<file path="src/rtl/csr_intr_unit.sv">
// Exception/interrupt CSR file: exception and ertn commit, stable-counter timer,
// interrupt sampling and pending-interrupt detection for the five-stage pipeline.
module csr_intr_unit #(
    parameter int          TIMER_W  = 32,
    parameter int          HWI_N    = 8,
    parameter logic [31:0] TID_INIT = 32'h0
) (
    input  logic             clk,
    input  logic             reset,
    input  logic             csr_re,
    input  logic [13:0]      csr_rd_num,
    output logic [31:0]      csr_rd_value,
    input  logic             csr_we,
    input  logic [13:0]      csr_wr_num,
    input  logic [31:0]      csr_wr_mask,
    input  logic [31:0]      csr_wr_value,
    input  logic             wb_exc,
    input  logic [5:0]       wb_ecode,
    input  logic [8:0]       wb_esubcode,
    input  logic [31:0]      wb_pc,
    input  logic [31:0]      wb_vaddr,
    input  logic             ertn_flush,
    input  logic [HWI_N-1:0] hw_int_in,
    input  logic             ipi_int_in,
    output logic             has_int,
    output logic [31:0]      ex_entry,
    output logic [31:0]      ertn_pc
);
    localparam logic [13:0] CSR_CRMD   = 14'h000;
    localparam logic [13:0] CSR_PRMD   = 14'h001;
    localparam logic [13:0] CSR_ECFG   = 14'h004;
    localparam logic [13:0] CSR_ESTAT  = 14'h005;
    localparam logic [13:0] CSR_ERA    = 14'h006;
    localparam logic [13:0] CSR_BADV   = 14'h007;
    localparam logic [13:0] CSR_EENTRY = 14'h00C;
    localparam logic [13:0] CSR_SAVE0  = 14'h030;
    localparam logic [13:0] CSR_SAVE1  = 14'h031;
    localparam logic [13:0] CSR_SAVE2  = 14'h032;
    localparam logic [13:0] CSR_SAVE3  = 14'h033;
    localparam logic [13:0] CSR_TID    = 14'h040;
    localparam logic [13:0] CSR_TCFG   = 14'h041;
    localparam logic [13:0] CSR_TVAL   = 14'h042;
    localparam logic [13:0] CSR_TICLR  = 14'h044;
    localparam logic [TIMER_W-1:0] TV_ONE = TIMER_W'(1);

    logic [3:0]         crmd_reg;
    logic [2:0]         prmd_reg;
    logic [12:0]        ecfg_reg;
    logic [1:0]         is_sw_reg;
    logic [HWI_N-1:0]   is_hw_reg;
    logic               is_timer_reg;
    logic               is_ipi_reg;
    logic [5:0]         ecode_reg;
    logic [8:0]         esubcode_reg;
    logic [31:0]        era_reg;
    logic [31:0]        badv_reg;
    logic [25:0]        eentry_reg;
    logic [31:0]        save_reg [4];
    logic [31:0]        tid_reg;
    logic [TIMER_W-1:0] tcfg_reg;
    logic [TIMER_W-1:0] tval_reg;

    logic               wr_en;
    logic               tcfg_we;
    logic               ticlr_clr;
    logic               timer_expire;
    logic [TIMER_W-1:0] tcfg_next;
    logic [TIMER_W-1:0] tval_next;
    logic [12:0]        is_vec;
    logic               unused_inputs;

    // Commits own the cycle: a concurrent WB write is dropped entirely.
    assign wr_en     = csr_we & ~wb_exc & ~ertn_flush;
    assign tcfg_we   = wr_en && (csr_wr_num == CSR_TCFG);
    assign ticlr_clr = wr_en && (csr_wr_num == CSR_TICLR) && csr_wr_mask[0] && csr_wr_value[0];
    assign tcfg_next = (tcfg_reg & ~csr_wr_mask[TIMER_W-1:0])
                     | (csr_wr_value[TIMER_W-1:0] & csr_wr_mask[TIMER_W-1:0]);
    assign timer_expire  = tcfg_reg[0] && (tval_reg == '0);
    assign unused_inputs = csr_re;

    assign is_vec[1:0]       = is_sw_reg;
    assign is_vec[2 +: HWI_N] = is_hw_reg;
    assign is_vec[10]        = 1'b0;
    assign is_vec[11]        = is_timer_reg;
    assign is_vec[12]        = is_ipi_reg;
    generate
        for (genvar gi = HWI_N; gi < 8; gi++) begin : g_is_pad
            assign is_vec[2 + gi] = 1'b0;
        end
    endgenerate

    assign has_int  = crmd_reg[2] & |(is_vec & ecfg_reg);
    assign ex_entry = {eentry_reg, 6'b0};
    assign ertn_pc  = era_reg;

    // A TCFG write enabling the timer restarts it; all-ones is the stopped state.
    always_comb begin
        tval_next = tval_reg;
        if (tcfg_we && tcfg_next[0]) begin
            tval_next = {tcfg_next[TIMER_W-1:2], 2'b00};
        end else if (tcfg_reg[0] && (tval_reg != '1)) begin
            if (timer_expire && tcfg_reg[1]) begin
                tval_next = {tcfg_reg[TIMER_W-1:2], 2'b00};
            end else begin
                tval_next = tval_reg - TV_ONE;
            end
        end
    end

    always_ff @(posedge clk or posedge reset) begin
        if (reset) begin
            crmd_reg     <= 4'h8;
            prmd_reg     <= '0;
            ecfg_reg     <= '0;
            is_sw_reg    <= '0;
            is_hw_reg    <= '0;
            is_timer_reg <= 1'b0;
            is_ipi_reg   <= 1'b0;
            ecode_reg    <= '0;
            esubcode_reg <= '0;
            era_reg      <= '0;
            badv_reg     <= '0;
            eentry_reg   <= '0;
            for (int i = 0; i < 4; i++) save_reg[i] <= '0;
            tid_reg      <= TID_INIT;
            tcfg_reg     <= '0;
            tval_reg     <= '1;
        end else begin
            is_hw_reg  <= hw_int_in;
            is_ipi_reg <= ipi_int_in;
            tval_reg   <= tval_next;
            if (timer_expire) begin
                is_timer_reg <= 1'b1;
            end else if (ticlr_clr) begin
                is_timer_reg <= 1'b0;
            end
            if (wb_exc) begin
                prmd_reg      <= crmd_reg[2:0];
                crmd_reg[2:0] <= 3'b000;
                era_reg       <= wb_pc;
                ecode_reg     <= wb_ecode;
                esubcode_reg  <= wb_esubcode;
                if ((wb_ecode == 6'h08) || (wb_ecode == 6'h09)) badv_reg <= wb_vaddr;
            end else if (ertn_flush) begin
                crmd_reg[2:0] <= prmd_reg;
            end else if (csr_we) begin
                case (csr_wr_num)
                    CSR_CRMD:   crmd_reg <= (crmd_reg & ~csr_wr_mask[3:0]) | (csr_wr_value[3:0] & csr_wr_mask[3:0]);
                    CSR_PRMD:   prmd_reg <= (prmd_reg & ~csr_wr_mask[2:0]) | (csr_wr_value[2:0] & csr_wr_mask[2:0]);
                    CSR_ECFG:   ecfg_reg <= ((ecfg_reg & ~csr_wr_mask[12:0]) | (csr_wr_value[12:0] & csr_wr_mask[12:0]))
                                            & 13'h1BFF;
                    CSR_ESTAT:  is_sw_reg <= (is_sw_reg & ~csr_wr_mask[1:0]) | (csr_wr_value[1:0] & csr_wr_mask[1:0]);
                    CSR_ERA:    era_reg  <= (era_reg & ~csr_wr_mask) | (csr_wr_value & csr_wr_mask);
                    CSR_BADV:   badv_reg <= (badv_reg & ~csr_wr_mask) | (csr_wr_value & csr_wr_mask);
                    CSR_EENTRY: eentry_reg <= (eentry_reg & ~csr_wr_mask[31:6]) | (csr_wr_value[31:6] & csr_wr_mask[31:6]);
                    CSR_SAVE0, CSR_SAVE1, CSR_SAVE2, CSR_SAVE3:
                        save_reg[csr_wr_num[1:0]] <= (save_reg[csr_wr_num[1:0]] & ~csr_wr_mask)
                                                   | (csr_wr_value & csr_wr_mask);
                    CSR_TID:    tid_reg  <= (tid_reg & ~csr_wr_mask) | (csr_wr_value & csr_wr_mask);
                    CSR_TCFG:   tcfg_reg <= tcfg_next;
                    default: ;
                endcase
            end
        end
    end

    always_comb begin
        csr_rd_value = '0;
        case (csr_rd_num)
            CSR_CRMD:   csr_rd_value[3:0]  = crmd_reg;
            CSR_PRMD:   csr_rd_value[2:0]  = prmd_reg;
            CSR_ECFG:   csr_rd_value[12:0] = ecfg_reg;
            CSR_ESTAT: begin
                csr_rd_value[12:0]  = is_vec;
                csr_rd_value[21:16] = ecode_reg;
                csr_rd_value[30:22] = esubcode_reg;
            end
            CSR_ERA:    csr_rd_value = era_reg;
            CSR_BADV:   csr_rd_value = badv_reg;
            CSR_EENTRY: csr_rd_value = {eentry_reg, 6'b0};
            CSR_SAVE0, CSR_SAVE1, CSR_SAVE2, CSR_SAVE3:
                        csr_rd_value = save_reg[csr_rd_num[1:0]];
            CSR_TID:    csr_rd_value = tid_reg;
            CSR_TCFG:   csr_rd_value[TIMER_W-1:0] = tcfg_reg;
            CSR_TVAL:   csr_rd_value[TIMER_W-1:0] = tval_reg;
            default: ;
        endcase
    end
endmodule
</file>
<file path="config.mk">
export PLATFORM = sky130hd
export DESIGN_NAME = csr_intr_unit
export DESIGN_NICKNAME = d
export VERILOG_FILES = /design/src/rtl/csr_intr_unit.sv
export SDC_FILE = /design/constraint.sdc
export NUM_CORES = 1
export LEC_CHECK = 0
export ABC_AREA = 1
export BUFFER_PORTS_ARGS = -buffer_cell sky130_fd_sc_hd__buf_2
export CAP_MARGIN = 30
export CORE_UTILIZATION = 55
export CTS_BUF_LIST = sky130_fd_sc_hd__clkbuf_16
export CTS_CLUSTER_DIAMETER = 150
export DETAILED_ROUTE_END_ITERATION = 6
export PLACE_DENSITY_LB_ADDON = 0.25
export SYNTH_ARGS = -nofsm -noshare
export SYNTH_HDL_FRONTEND = slang
export SYNTH_SLANG_ARGS = --single-unit
</file>
<file path="constraint.sdc">
create_clock -name clk -period 33.1 [get_ports clk]
set_input_delay 1.655 -clock clk [delete_from_list [all_inputs] [get_ports clk]]
set_output_delay 1.655 -clock clk [all_outputs]
set_load 0.005 [all_outputs]
</file>
==> results.py <==
metrics = {
    "run_status": {
        "status": "completed",
    },
    "cells_and_area": {
        "most-common-layout-cells": "nand2_1 (1009), o21ai_0 (375), dfrtp_1 (327)",
        "area_delta_synth_final_pct": 16.1,
        "final_common_cell": "nand2_1",
        "fin_nets": 3308,
        "drive_above_1_share": 0.142,
    },
    "critical_path": {
        "rr_worst_depth": 7,
        "cp.depth": 11,
        "cp.required_ns": 31.44,
        "cp_max_fo": 20,
        "crit_chain": "buf_2, inv_1, nand2_1, inv_1, buf_4, nand2_1, buf_4, o21ai_0, nor2_1, nand4_1, buf_2",
        "reg2reg_to": "tval_reg[20]",
        "reg2reg_from": "tcfg_reg[0]",
        "worstPathArrival_ns": 4.64,
        "critical_path_buf_inv_count": 6,
        "cp-endpoint": "csr_rd_value[10]",
        "critPathCaptureType": "output port",
        "crit_start": "csr_rd_num[1]",
        "cpMaxStageDelayCell": "inv_1",
        "slowest_delay_ns": 0.78,
        "r2r_slack_ns": 29.95,
        "crit_type": "in2out",
        "cp-start-kind": "input port",
        "critPathTopFamily": "buffers and inverters",
    },
    "die": {
        "core_area_um2": 35900,
        "die_h_um": 194,
        "fp.dieW_um": 194,
        "fp-row-count": 69,
        "io_pins": 283,
        "start_util": 0.565,
        "die_area_um2": 37700,
    },
    "synth": {
        "netlist_area_um2": 20300,
        "avgSynthCellArea_um2": 7.01,
        "synthArstFlopShare": 1.00,
        "yosys.cell_types.count": 44,
        "synth_cells": 2896,
        "synth_edf_count": 0,
        "synth_warnings": 0,
        "ys_seq_area_frac": 0.446,
        "ys_seq_elements": 360,
        "ys.flop_type": "dfrtp_1",
    },
    "sta": {
        "maxSlewHeadroom": 0.284,
        "fmax_mhz": 159,
        "min_period_ns": 6.29,
        "setup_tns_ns": 0,
        "drv_slew": 0,
        "fin_skew_ns": 0.0122,
        "hold_viol_final": 0,
        "rsz0062_at_grt": "no",
        "setup_viol": 0,
        "tightest_slew_ns": 1.07,
        "period_share": 0.190,
    },
    "routing": {
        "routed_wl_mm": 80.3,
        "post_drt_wl_per_cell_um": 22.2,
        "routed.top_layer": "met5",
        "drt-initial-drc-count": 2419,
        "wl_met3_mm": 7.14,
        "met2WireLength_mm": 36.9,
        "wl_met1_mm": 29.4,
        "dr.pass1.iters": 7,
        "vias": 21800,
        "drcViolationCount": 0,
        "avgViaCountPerCell": 6.04,
        "ant_nets": 0,
    },
    "power_and_ir_drop": {
        "power_density_nw_per_um2": 44.5,
        "power_mw": 1.05,
        "vdd_drop_max_v": 0.0000434,
        "leakage_nw": 11.6,
    },
    "worst_hold_path": {
        "hp-class": "reg2reg",
        "min_from": "tval_reg[31]",
    },
    "run": {
        "max_cap_viol_count": 0,
    },
    "placed_design": {
        "dp_hpwl_mm": 56.5,
        "placement.io_buffers": 275,
        "gp_congestion": 1.04,
    },
    "cts": {
        "cts_made_buffers": 40,
        "cts_tree": "done",
        "root_buffer": "clkbuf_16",
        "cts_resized": 0,
        "clock-sinks": 360,
        "post_cts_buffers": 0,
        "cts_max_path_buffers": 3,
        "htreeDepth": 2,
        "clk_pin_slew_ns": 0.06,
        "clkLatencyLatePin_ns": 0.58,
        "holdBufCountCts": 0,
    },
    "global_route": {
        "grt_pass1_vias": 20900,
        "grt_max_degree": 156,
        "track_usage": 0.423,
        "overflow": 0,
        "grt_pass1_wl_mm": 121,
        "grt_antenna_before_repair": 5,
    },
}
## worst min-delay path: stages, from the launching register on
cell     delay (ns)
dfstp_2        0.37
nand2_1        0.05
nand2_1        0.05
## stage by stage
stage               hold WS, ns  utilization  worst slack (ns)  cells  cell area, um2
finish                    0.481        0.656             26.81   3617           23600
global route              0.502        0.656             26.84   3614           23600
CTS                       0.484        0.654             26.95   3609           23500
detailed placement        0.474        0.615             26.96   3537           22100
global placement          0.457        0.612             26.98   3532           22000
floorplan                 0.442            -             21.51   2901           20300
## cells in the mapped netlist (15+ instances only)
library cell	number	share of area
nand2_1	1012	0.19
o21ai_0	375	0.092
dfrtp_1	327	0.40
inv_1	241	0.045
nor2_1	187	0.035
a21oi_1	183	0.045
nand3_1	150	0.037
clkbuf_1	85	0.016
nand4_1	42	0.013
a31oi_1	36	0.011
dfstp_2	33	0.043
buf_2	31	0.0076
o21ai_1	28	0.0069
o22ai_1	18	0.0055
o2111ai_1	16	0.0069
nor3_1	15	0.0037
## cell families after synthesis
| kind of cell | Yosys count | synth area share |
|---|---|---|
| other cells | 1 | 0.000185 |
| flops | 360 | 0.446 |
| xor+xnor | 13 | 0.00561 |
| simple gates | 1447 | 0.292 |
| buf+inv | 387 | 0.0751 |
| fa+ha+maj | 2 | 0.00123 |
| compound gates | 686 | 0.180 |
## power by group
part | internal (mW) | switching [mW]
sequential | 0.453 | 0.00981
clock | 0.302 | 0.192
combinational | 0.0266 | 0.0639
total | 0.782 | 0.266
## layout make-up
cell class,count,area (um2)
clock buffers,41,1030
inverters,257,972
clock inverters,31,392
flip-flops and latches,360,9050
well taps,461,577
diodes,6,15.0
fillers,3244,12400
repair buffers,307,1730
multi-input cells,2154,9800
## worst min-delay path by stage
stage / end / cells past startpoint
5_1_grt: register / 2
2_1_floorplan: esubcode_reg[2] / 2
4_1_cts: tval_reg[31] / 2
3_3_place_gp: esubcode_reg[2] / 2
6_report: tval_reg[31] / 2
3_5_place_dp: save_reg[4] / 2
## routing by layer
metal | vias to the layer above | track usage
met5 | - | 0
met4 | 4 | 0.318
met3 | 329 | 0.0750
met2 | 1372 | 0.680
met1 | 10200 | 0.511
li1 | 9946 | -
No activity file was read; power rests on OpenSTA's default activity.
